$ cat src/rtl/interrupt_ctrl_pkg.sv
// Shared constants for the interrupt controller: source bit indices,
// default register addresses and the default number of implemented sources.
package interrupt_ctrl_pkg;

  localparam int unsigned IRQ_VBLANK = 0;
  localparam int unsigned IRQ_STAT   = 1;
  localparam int unsigned IRQ_TIMER  = 2;
  localparam int unsigned IRQ_SERIAL = 3;
  localparam int unsigned IRQ_JOYPAD = 4;

  localparam logic [15:0] IF_ADDR_DEF = 16'hFF0F;
  localparam logic [15:0] IE_ADDR_DEF = 16'hFFFF;
  localparam int unsigned NUM_IRQ_DEF = 5;

endpackage

$ cat src/rtl/irq_edge_det.sv
// Per-bit rising-edge detector. Reset loads the current level so a source
// already high when reset is released does not produce an edge.
module irq_edge_det #(
  parameter int unsigned WIDTH = 5
) (
  input  logic             clk,
  input  logic             rst,
  input  logic [WIDTH-1:0] level_i,
  output logic [WIDTH-1:0] rise_o
);

  logic [WIDTH-1:0] prev_q;
  logic [WIDTH-1:0] prev_d;

  // Next previous-level value and rising-edge decode
  always_comb begin
    prev_d = level_i;
    rise_o = level_i & ~prev_q;
  end

  // Previous-level register
  always_ff @(posedge clk) begin
    if (rst) begin
      prev_q <= level_i;
    end else begin
      prev_q <= prev_d;
    end
  end

endmodule

$ cat src/rtl/interrupt_ctrl.sv
// Interrupt flag / enable register pair with CPU read-write access,
// edge-triggered source capture and per-vector acknowledge.
module interrupt_ctrl
  import interrupt_ctrl_pkg::*;
#(
  parameter logic [15:0] IF_ADDR = IF_ADDR_DEF,
  parameter logic [15:0] IE_ADDR = IE_ADDR_DEF,
  parameter int unsigned NUM_IRQ = NUM_IRQ_DEF
) (
  input  logic               CLK,
  input  logic               SYNC_RES,
  input  logic [15:0]        A,
  input  logic [7:0]         DIN,
  input  logic               WR,
  input  logic               RD,
  output logic [7:0]         DOUT,
  output logic               DOUT_OE,
  input  logic [NUM_IRQ-1:0] INT_REQ,
  input  logic [7:0]         CPU_IRQ_ACK,
  output logic [7:0]         CPU_IRQ_TRIG,
  output logic               IRQ_ANY
);

  logic [NUM_IRQ-1:0] edge_s;
  logic [NUM_IRQ-1:0] if_q, if_d, if_base_s;
  logic [7:0]         ie_q, ie_d;
  logic [7:0]         dout_q, dout_d;
  logic               dout_oe_q, dout_oe_d;
  logic               wr_if_s, wr_ie_s, rd_if_s, rd_ie_s;
  logic [7:0]         if_rd_val_s;
  logic [7:0]         trig_s;

  irq_edge_det #(.WIDTH(NUM_IRQ)) u_edge_det (
    .clk     (CLK),
    .rst     (SYNC_RES),
    .level_i (INT_REQ),
    .rise_o  (edge_s)
  );

  // Register next-state: a new edge beats an acknowledge, which beats a write
  always_comb begin
    wr_if_s = WR & (A == IF_ADDR);
    wr_ie_s = WR & (A == IE_ADDR);
    rd_if_s = RD & (A == IF_ADDR);
    rd_ie_s = RD & (A == IE_ADDR);

    if (wr_if_s) begin
      if_base_s = DIN[NUM_IRQ-1:0];
    end else begin
      if_base_s = if_q;
    end
    if_d = (if_base_s & ~CPU_IRQ_ACK[NUM_IRQ-1:0]) | edge_s;

    if (wr_ie_s) begin
      ie_d = DIN;
    end else begin
      ie_d = ie_q;
    end

    // Unimplemented flag bits read back as ones
    if_rd_val_s = 8'hFF;
    if_rd_val_s[NUM_IRQ-1:0] = if_q;

    if (rd_if_s) begin
      dout_d    = if_rd_val_s;
      dout_oe_d = 1'b1;
    end else if (rd_ie_s) begin
      dout_d    = ie_q;
      dout_oe_d = 1'b1;
    end else begin
      dout_d    = dout_q;
      dout_oe_d = 1'b0;
    end
  end

  // Pending-and-enabled vector, driven straight from the registers
  always_comb begin
    trig_s = 8'h00;
    trig_s[NUM_IRQ-1:0] = if_q & ie_q[NUM_IRQ-1:0];
  end

  // State registers with synchronous reset
  always_ff @(posedge CLK) begin
    if (SYNC_RES) begin
      if_q      <= '0;
      ie_q      <= 8'h00;
      dout_q    <= 8'h00;
      dout_oe_q <= 1'b0;
    end else begin
      if_q      <= if_d;
      ie_q      <= ie_d;
      dout_q    <= dout_d;
      dout_oe_q <= dout_oe_d;
    end
  end

  assign DOUT         = dout_q;
  assign DOUT_OE      = dout_oe_q;
  assign CPU_IRQ_TRIG = trig_s;
  assign IRQ_ANY      = |trig_s;

endmodule
$ cat config.mk
export PLATFORM = sky130hd
export DESIGN_NAME = interrupt_ctrl
export DESIGN_NICKNAME = d
export VERILOG_FILES = /design/src/rtl/interrupt_ctrl_pkg.sv /design/src/rtl/irq_edge_det.sv /design/src/rtl/interrupt_ctrl.sv
export SDC_FILE = /design/constraint.sdc
export NUM_CORES = 1
export LEC_CHECK = 0
export CAP_MARGIN = 5
export CELL_PAD_IN_SITES_DETAIL_PLACEMENT = 1
export CELL_PAD_IN_SITES_GLOBAL_PLACEMENT = 1
export CORE_ASPECT_RATIO = 0.9
export CORE_MARGIN = 4
export CORE_UTILIZATION = 25
export CTS_BUF_LIST = sky130_fd_sc_hd__clkbuf_8
export CTS_CLUSTER_DIAMETER = 80
export DETAILED_ROUTE_END_ITERATION = 12
export HOLD_SLACK_MARGIN = 0.15
export PLACE_DENSITY_LB_ADDON = 0.3
export SKIP_CTS_REPAIR_TIMING = 1
export SLEW_MARGIN = 20
export SYNTH_ARGS = -nofsm -noshare
export SYNTH_HDL_FRONTEND = slang
export SYNTH_HIERARCHICAL = 1
export SYNTH_SLANG_ARGS = --single-unit
$ cat constraint.sdc
create_clock -name CLK -period 1.65 [get_ports CLK]
set_input_delay 0.33 -clock CLK [delete_from_list [all_inputs] [get_ports CLK]]
set_output_delay 0.33 -clock CLK [all_outputs]
set_load 0.005 [all_outputs]
==> metrics.txt <==
R2R depth=4; H-tree depth=1; average cell area after synthesis=roughly 9.2 um2; DP Wirelength=3600 um; core area=4980 um2; # port buffers=52; DR WL/cell=16.3 um; Max Cap Viol=0; Nets=269; CP Capture Type=primary output; Ant. Diodes=0; failing checks=setup timing; Reg-to-Reg Start=if_q[3]; Tot GR Track Use=approximately 14%; Tot Pwr=1.24 mW; Worst Hold Slack=497 ps; Vias=approximately 1500; critical path class=reg -> out; crit path launch type=flop; VDD IR max=0.000335 V; prevailing post-synth register cell=dfxtp_1; CTS tree=built; Worst Skew=5.34 ps; post-synthesis sequential area ratio=40.8%; Tcrit/Tclk final=112%; Vias/cell=5.01; Routed Antenna Nets=0; TritonCTS Sinks=27; Die H=77.1 um; die area=~6500 um2; HP Start=ie_q[5]; worst-path fanout max=2; dpl cells=286; number of I/O pins=59; 1st-pass router iterations=4; share of post-route cells with drive strength above 1=33.5%; CTS buffer count=3; setup slack after layout=-197 ps; flops & latches, synth=27; clk_lat worst skew=270 ps; setup slack, reg-to-reg=580 ps; number of enable flip-flop cells after synthesis=0; dpl ws=-480 ps; Initial Util=roughly a quarter; Cells after Synth=144; Total Routed Length=4750 um; cell area after synthesis=1330 um2; num rows=24; Worst EP required=between 1000 and 1500 ps; deepest clock path buffer count=2; Synthesis Warnings=6; R2R Path End=if_q[3]; Final Setup Violations=1; post-route DRC violation count=0; grt ovf=0; PD cells=540 nW/um2; worst hold stages=2; chip width=84.8 um; Slew Viols, Final=0; RD Place Congestion=0.764; final hold violation count=0; Syn-to-layout area delta=73.0%; Non-Filler Instances=292; Worst Hold Class=reg -> reg; RSZ-0062 raised after global routing=true; Root Driver=clkbuf_8; Clock transition at path regs=90 ps; initial drt markers=54; dpl cell area=2130 um2; count of different cell masters after synthesis=34; number of global-route vias before repair=1571; initial antenna violation count=0; Hold EP=ie_q[5]; Final min period=between 1500 and 2000 ps; status=finished, violations left; first-pass GRT wire length=approximately 7600 um; Max Fclk=541 MHz; largest net degree at the start of global routing=16; Pleak=1.01 nW; Synth async-reset ratio=0%; critical path arrival=1520 ps; post-route cell area=2290 um2
==> critical path, cell delays in order, from the launching register on <==
cell and delay, ps:
dfxtp_2 330, and2_4 150, or2_4 230, or4_1 400, buf_2 140
==> where the power goes <==
| part | internal [mW] | switching (mW) | total, mW |
|---|---|---|---|
| registers | 0.666 | 0.00887 | 0.675 |
| logic | 0.123 | 0.0724 | 0.196 |
| clock network | 0.167 | 0.202 | 0.368 |
| total | 0.956 | 0.283 | 1.24 |
==> routing by layer <==
metal	routed length, um	vias to the layer above	track usage, %
met5	0	-	0
met4	14	0	2.85
met3	289	2	2.68
met2	2340	44	23.6
met1	2110	703	18.6
li1	-	713	-
==> area by class of cell <==
class,instances,area (um2)
sequential,27,552
tap,65,81.3
timing repair buffer,87,826
clock inverter,1,3.75
clock buffer,3,41.3
inverter,6,22.5
fill,595,2690
multi-input combinational,103,768
==> state kept, by name, summed over array words and instances (netlist names) <==
register           cells
u_edge_det/prev_q      5
DOUT_OE                1
if_q                   5
ie_q                   8
DOUT                   8
==> stage by stage <==
stage	TNS, ps	utilization [%]
after floorplan	0	-
after global placement	-6160	42.7
after detailed placement	-6970	42.7
after CTS	-2430	43.6
after global routing	-283	46.0
final	-197	46.0
==> kinds of logic (layout without fill, tap and decap cells) <==
family          Yosys count  count (layout)  synth area share, %
other cells               1               3                0.283
compound gates           42              42                 21.6
flops                    27              27                 40.8
buf+inv                  16              97                 6.89
simple gates             58              58                 30.5
==> synthesized netlist by cell type (3+ instances only) <==
cell	n	area, um2
nand3_1	16	80.1
a221o_1	5	50.1
and4_1	4	35.0
clkbuf_1	3	11.3
and2_1	6	37.5
o221a_2	3	33.8
inv_1	6	22.5
o21ai_0	13	65.1
nand2_1	3	11.3
nor3b_1	5	37.5
a21oi_1	11	55.1
nor2b_4	5	68.8
a311oi_1	3	26.3
buf_4	3	22.5
dfxtp_1	27	541
a2111oi_0	5	43.8
nand4_1	5	31.3
==> how the worst max path moves through the flow <==
stage | startpoint | endpoint | slack (ps) | cells after the start
2_1_floorplan | A[4] | if_q[0] | 60 | 5
3_3_place_gp | A[4] | if_q[3] | -450 | 6
3_5_place_dp | A[5] | if_q[0] | -480 | 6
4_1_cts | if_q[2] | IRQ_ANY | -590 | 4
5_1_grt | if_q[2] | IRQ_ANY | -260 | 4
6_report | if_q[2] | IRQ_ANY | -200 | 4
==> cell usage in the layout (no fill, tap or decap), types with 2 or more instances in the layout <==
| cell type | instances |
|---|---|
| a2111oi_1 | 4 |
| a21oi_1 | 11 |
| a221o_1 | 5 |
| a311oi_1 | 2 |
| a31oi_1 | 2 |
| and2_4 | 6 |
| and3_1 | 2 |
| and4_1 | 2 |
| and4_2 | 2 |
| buf_4 | 33 |
| clkbuf_2 | 2 |
| clkbuf_8 | 3 |
| clkdlybuf4s50_1 | 38 |
| conb_1 | 3 |
| dfxtp_1 | 18 |
| dfxtp_2 | 9 |
| dlymetal6s2s_1 | 11 |
| inv_1 | 7 |
| nand2_1 | 3 |
| nand3_1 | 15 |
| nand4_1 | 5 |
| nor2_2 | 2 |
| nor2b_4 | 5 |
| nor3b_1 | 5 |
| o21ai_0 | 10 |
| o21ai_1 | 3 |
| o221a_2 | 3 |
Power figures use the tool's default switching activity.
